[config.mk]
export PLATFORM = sky130hd
export DESIGN_NAME = pc_gen_unit
export DESIGN_NICKNAME = d
export VERILOG_FILES = /design/src/rtl/pc_gen_unit.sv
export SDC_FILE = /design/constraint.sdc
export NUM_CORES = 1
export LEC_CHECK = 0
export CAP_MARGIN = 40
export CELL_PAD_IN_SITES_DETAIL_PLACEMENT = 0
export CELL_PAD_IN_SITES_GLOBAL_PLACEMENT = 2
export CORE_MARGIN = 10
export CORE_UTILIZATION = 28
export DETAILED_ROUTE_END_ITERATION = 7
export PLACE_DENSITY = 0.84
export SLEW_MARGIN = 0
export SYNTH_ARGS = -nofsm -noshare
export SYNTH_HDL_FRONTEND = slang
export SYNTH_SLANG_ARGS = --single-unit
export TNS_END_PERCENT = 1
[constraint.sdc]
create_clock -name clk -period 2.9 [get_ports clk]
set_input_delay 0.435 -clock clk [delete_from_list [all_inputs] [get_ports clk]]
set_output_delay 0.435 -clock clk [all_outputs]
set_load 0.005 [all_outputs]
[src/rtl/pc_gen_unit.sv]
// Fetch-stage PC generator: sequential stepping, trap/branch redirect arbitration,
// stall and imem handshake handling, and a post-reset boot hold.
module pc_gen_unit #(
    parameter int unsigned     XLEN         = 32,
    parameter logic [XLEN-1:0] RESET_VECTOR = 32'h0000_0000,
    parameter int unsigned     INSTR_BYTES  = 4,
    parameter int unsigned     BOOT_CYCLES  = 2
) (
    input  logic            clk,
    input  logic            rst,
    input  logic            stall_i,
    input  logic            fetch_ready_i,
    input  logic            trap_valid_i,
    input  logic [XLEN-1:0] trap_target_i,
    input  logic            br_valid_i,
    input  logic [XLEN-1:0] br_target_i,
    output logic [XLEN-1:0] pc_o,
    output logic [XLEN-1:0] pc_plus_o,
    output logic            fetch_valid_o,
    output logic            redirect_o,
    output logic            misaligned_o
);

    localparam int unsigned    CntW     = (BOOT_CYCLES > 1) ? $clog2(BOOT_CYCLES + 1) : 1;
    localparam logic [CntW-1:0] BootLast = CntW'(BOOT_CYCLES - 1);

    typedef enum logic [1:0] {StBoot, StRun, StHold} state_e;

    state_e            state_q, state_d;
    logic [CntW-1:0]   cnt_q, cnt_d;
    logic [XLEN-1:0]   pc_q, pc_d;
    logic              redirect_q, redirect_d;
    logic [XLEN-1:0]   pend_q, pend_d;
    logic              pend_trap_q, pend_trap_d;

    logic [XLEN-1:0]   trap_tgt, br_tgt, sel_tgt, merge_tgt;
    logic              merge_trap, adv;

    // Redirect targets are halfword addresses: bit 0 never reaches the PC.
    assign trap_tgt = {trap_target_i[XLEN-1:1], 1'b0};
    assign br_tgt   = {br_target_i[XLEN-1:1], 1'b0};
    assign sel_tgt  = trap_valid_i ? trap_tgt : br_tgt;
    assign adv      = !stall_i && fetch_ready_i;

    assign pc_o         = pc_q;
    assign pc_plus_o    = pc_q + XLEN'(INSTR_BYTES);
    assign redirect_o   = redirect_q;
    assign misaligned_o = (INSTR_BYTES == 4) && pc_q[1];

    always_comb begin
        state_d       = state_q;
        cnt_d         = cnt_q;
        pc_d          = pc_q;
        redirect_d    = 1'b0;
        pend_d        = pend_q;
        pend_trap_d   = pend_trap_q;
        fetch_valid_o = 1'b0;
        merge_tgt     = pend_q;
        merge_trap    = pend_trap_q;

        unique case (state_q)
            StBoot: begin
                cnt_d = cnt_q + 1'b1;
                if (cnt_q == BootLast) begin
                    state_d = StRun;
                    cnt_d   = '0;
                end
            end
            StRun: begin
                fetch_valid_o = !stall_i;
                if (trap_valid_i || br_valid_i) begin
                    if (adv) begin
                        pc_d       = sel_tgt;
                        redirect_d = 1'b1;
                    end else begin
                        pend_d      = sel_tgt;
                        pend_trap_d = trap_valid_i;
                        state_d     = StHold;
                    end
                end else if (adv) begin
                    pc_d = pc_plus_o;
                end
            end
            StHold: begin
                // A pending trap can only be displaced by a newer trap.
                if (trap_valid_i) begin
                    merge_tgt  = trap_tgt;
                    merge_trap = 1'b1;
                end else if (br_valid_i && !pend_trap_q) begin
                    merge_tgt  = br_tgt;
                    merge_trap = 1'b0;
                end
                pend_d      = merge_tgt;
                pend_trap_d = merge_trap;
                if (!stall_i) begin
                    pc_d        = merge_tgt;
                    redirect_d  = 1'b1;
                    state_d     = StRun;
                    pend_d      = '0;
                    pend_trap_d = 1'b0;
                end
            end
            default: state_d = StBoot;
        endcase
    end

    always_ff @(posedge clk or posedge rst) begin
        if (rst) begin
            state_q     <= StBoot;
            cnt_q       <= '0;
            pc_q        <= RESET_VECTOR;
            redirect_q  <= 1'b0;
            pend_q      <= '0;
            pend_trap_q <= 1'b0;
        end else begin
            state_q     <= state_d;
            cnt_q       <= cnt_d;
            pc_q        <= pc_d;
            redirect_q  <= redirect_d;
            pend_q      <= pend_d;
            pend_trap_q <= pend_trap_d;
        end
    end

endmodule

==> summary.txt, run 1 <==
POWER
--------------------------------------------------------------------------------------------------------
IR Drop Worst-Case VDD                                                                          0.520 mV
Static leakage power                                                                             3.25 nW
Power density normalized to cell area                                                       1010 nW/um^2

CTS
--------------------------------------------------------------------------------------------------------
TritonCTS clock tree                                                                                done
Hold-fix buffers, CTS                                                                                  0
Library cell used as clock root buffer                                                      sky130_fd_sc_hd__clkbuf_16
H-tree depth                                                                                           3
Worst-Skew Late Latency                                                                          0.35 ns
Bufs on Longest Clock Path                                                                             2
Sinks on the clock net                                                                                70
TritonCTS Buffers                                                                                      9
Post-CTS clock slew at the launch and capture registers of the worst setup and hold paths        0.06 ns

GLOBAL ROUTING
--------------------------------------------------------------------------------------------------------
Global-route wire length before repair                                                         30,200 um
GRT Resource Usage Total                                                                           15.7%
Final global-route overflow total                                                                      0
Number of antenna violations at the first check in global routing                                      0
Maximum number of pins on one net before global-route repair                                          71
Number of global-route vias before repair                                                          5,407

TIMING
--------------------------------------------------------------------------------------------------------
Transition time at the pin with the least slew margin                                           0.610 ns
Post-route clock skew                                                                         0.00667 ns
Total count of hold-check failures in the final report                                                 0
Ratio of final minimum period to clock period                                                      99.7%
Final min period                                                                                 2.89 ns
Tightest slew margin relative to the limit                                                         59.2%
RSZ-0062 raised after global routing                                                                true
Highest attainable clock frequency                                                             0.346 GHz
Number of setup violations in the final report                                                         0
Number of max-slew violations in the final report                                                      0

YOSYS
--------------------------------------------------------------------------------------------------------
Async set or reset register ratio after synthesis                                                   100%
Flip-flop and latch count after synthesis                                                             70
Gate Count Post-Synth                                                                                610
Leading cell types by count after synthesis                                                 86 x sky130_fd_sc_hd__o21ai_0, 84 x sky130_fd_sc_hd__nand2_1, 70 x sky130_fd_sc_hd__dfrtp_1, 48 x sky130_fd_sc_hd__mux2i_1
Area share of the leading cell type in the synthesized netlist                                     34.4%
Cell type contributing the most total cell area after synthesis                             sky130_fd_sc_hd__dfrtp_1
Number of warnings issued by yosys                                                                     0
Largest cells by area after synthesis                                                       sky130_fd_sc_hd__dfrtp_1 34%, sky130_fd_sc_hd__mux2i_1 9.4%, sky130_fd_sc_hd__o21ai_0 8.5%
Mapped Nets                                                                                          686
Most numerous cell in the Yosys netlist                                                     sky130_fd_sc_hd__o21ai_0
Synthesized area                                                                               5090 um^2
Mean Syn Cell Area                                                                             8.34 um^2
Main flop type after synthesis                                                              sky130_fd_sc_hd__dfrtp_1
Number of distinct library cell variants in the gate-level netlist after synthesis                    56
Sequential cell area fraction in the yosys report                                                  34.4%
EDFF count, synth                                                                                      0

ROUTING
--------------------------------------------------------------------------------------------------------
Wire length per cell                                                                             19.1 um
Count of routing violations after the opening detailed-route iteration                               294
Number of iterations in the first detailed-routing pass                                                4
Average via count per standard cell                                                                 5.18
Post-detailed-route count of antenna-violating nets                                                    0
DR DRC count                                                                                           0
Sum of routed wire length over all layers                                                      19,100 um
DR vias                                                                                            5,194

SETUP PATH
--------------------------------------------------------------------------------------------------------
Category of the worst setup path launch point                                                  flip-flop
Critical Path RT                                                                                 2.47 ns
Worst-path fanout max                                                                                  6
Capturing element type of the critical path                                                 primary output
Class of the most critical setup path                                                            reg2out
Worst EP arrival                                                                                 2.46 ns

LAYOUT
--------------------------------------------------------------------------------------------------------
Total number of nets in the final design                                                             844
Design Area, Final                                                                             7410 um^2
Area growth from synthesis to layout                                                               45.6%
Proportion of layout cells with a drive suffix above 1                                             15.3%
Count of placed standard cells in the final layout, fillers left out                               1,002
Fill cell count                                                                                    1,792
Antenna Diode Count                                                                                    0

PLACE
--------------------------------------------------------------------------------------------------------
Final weighted congestion in routability-driven placement                                          0.846
Total placed cells including tap cells                                                               979
Buffers on Ports                                                                                     134
Post-detailed-placement half-perimeter wirelength                                              14,000 um
Area of placed instances                                                                       6950 um^2

DIE
--------------------------------------------------------------------------------------------------------
Core footprint                                                                               17,900 um^2
Overall die width                                                                                 155 um
Die boundary height                                                                               155 um
Number of placement rows                                                                              49
I/O pins                                                                                             137
Starting density of the core                                                                       28.4%
Die ar.                                                                                      24,000 um^2

RUN
--------------------------------------------------------------------------------------------------------
Max-Cap Viols                                                                                          0

MIN PATH
--------------------------------------------------------------------------------------------------------
Path class of the lowest-slack min-delay path                                                   in2async

OUTCOME
--------------------------------------------------------------------------------------------------------
Status                                                                                      finished clean

[registers in the layout, summed over array words and instances, names as in the netlist]
signal	cells
redirect_o	1
state_q	2
pc_o	32
pend_q	32
pend_trap_q	1
cnt_q	2
[power breakdown]
group | total, mW | switching [mW] | internal, mW | leakage, nW
logic | 4.57 | 2.30 | 2.26 | 2.22
clock network | 1.15 | 0.441 | 0.709 | 0.152
registers | 1.80 | 0.344 | 1.45 | 0.870
total | 7.51 | 3.09 | 4.43 | 3.25
[final timing paths]
check,from,endpoint,cells past startpoint,slack [ns]
hold reg to reg,pend_q[2],pend_q[2],2,0.48
setup / recovery,pc_o[2],pc_plus_o[26],7,0.008
setup reg to reg,state_q[1],pc_o[17],9,0.58
min in group clk,pend_q[2],pend_q[2],2,0.48
hold / removal,rst,pend_q[0],3,0.47
max in group asynchronous,rst,pc_o[30],3,2.06
[cell type report]
| class | count | area, um^2 | area share (%) |
|---|---|---|---|
| inverter | 23 | 86.3 | 1.17 |
| clock buffer | 12 | 256 | 3.46 |
| multi-input combinational | 471 | 3150 | 42.6 |
| clock inverter | 4 | 45.0 | 0.608 |
| sequential | 70 | 1750 | 23.7 |
| timing repair buffer | 193 | 1830 | 24.6 |
| tap | 229 | 287 | 3.87 |
[critical path, cell delays in order, from the launching register on]
cell                              delay [ns]
sky130_fd_sc_hd__dfrtp_1                0.38
sky130_fd_sc_hd__ha_1                   0.23
sky130_fd_sc_hd__nand3_2                0.14
sky130_fd_sc_hd__nor4_4                 0.24
sky130_fd_sc_hd__buf_4                  0.21
sky130_fd_sc_hd__nand4_1                0.16
sky130_fd_sc_hd__xnor2_2                0.21
sky130_fd_sc_hd__clkdlybuf4s50_1        0.54
[cells in the final DEF, fill, tap and decap left out, types with 5 or more instances in the layout]
master,count
sky130_fd_sc_hd__a21oi_1,31
sky130_fd_sc_hd__a221o_1,11
sky130_fd_sc_hd__a22o_1,11
sky130_fd_sc_hd__a22oi_1,15
sky130_fd_sc_hd__buf_4,57
sky130_fd_sc_hd__clkbuf_16,9
sky130_fd_sc_hd__clkdlybuf4s50_1,124
sky130_fd_sc_hd__dfrtp_1,69
sky130_fd_sc_hd__dlymetal6s2s_1,7
sky130_fd_sc_hd__ha_1,5
sky130_fd_sc_hd__inv_1,22
sky130_fd_sc_hd__mux2_2,11
sky130_fd_sc_hd__mux2i_1,48
sky130_fd_sc_hd__nand2_1,83
sky130_fd_sc_hd__nand2b_1,5
sky130_fd_sc_hd__nand3_1,11
sky130_fd_sc_hd__nand4_1,10
sky130_fd_sc_hd__nor2_1,34
sky130_fd_sc_hd__nor2b_1,5
sky130_fd_sc_hd__nor3_1,6
sky130_fd_sc_hd__o21ai_0,86
sky130_fd_sc_hd__o22a_1,7
sky130_fd_sc_hd__xnor2_1,9
sky130_fd_sc_hd__xnor2_2,9
sky130_fd_sc_hd__xor2_1,10
[what timing repair did]
action / CTS / global route
pin swaps: 2 / 1
gates cloned: 0 / 0
setup buffers: 6 / 1
endpoints found under the setup margin: 11 / 14
resized for setup: 8 / 15
[layer usage]
metal | GRT usage (%) | wire [um] | up-vias | share of wire, %
li1 | - | - | 2511 | -
met1 | 19.5 | 8510 | 2491 | 45
met2 | 25.8 | 8990 | 175 | 47
met3 | 4.58 | 1350 | 17 | 7.1
met4 | 4.41 | 252 | 0 | 1.3
met5 | 0 | 0 | - | 0
[logic make-up (layout without fill, tap and decap cells)]
logic type	count (synthesis)	count (layout)	share of synthesized area (%)
compound gates	197	197	24.6
xor+xnor	29	29	5.14
fa+ha+maj	6	6	1.48
flops	70	70	34.4
mux	59	59	11.9
buf+inv	69	232	5.51
simple gates	180	180	16.9
[stage by stage]
step	util (%)	total power, mW	setup TNS (ns)	setup slack [ns]	hold slack (ns)
floorplan	-	4.14	0	0.697	0.446
global placement	38.8	6.18	0	0.107	0.459
detailed placement	38.8	6.29	0	0.155	0.470
CTS	41.0	7.55	-0.781	-0.150	0.482
global route	41.4	8.08	-0.433	-0.153	0.509
finish	41.4	7.51	0	0.00825	0.467
Power figures use the tool's default switching activity.
==> run 2: changes to the inputs <==
CAP_MARGIN = 20   (was 40)
==> results of run 2 <==
No change in the layout: final DEF, timing and power equal those of run 1.
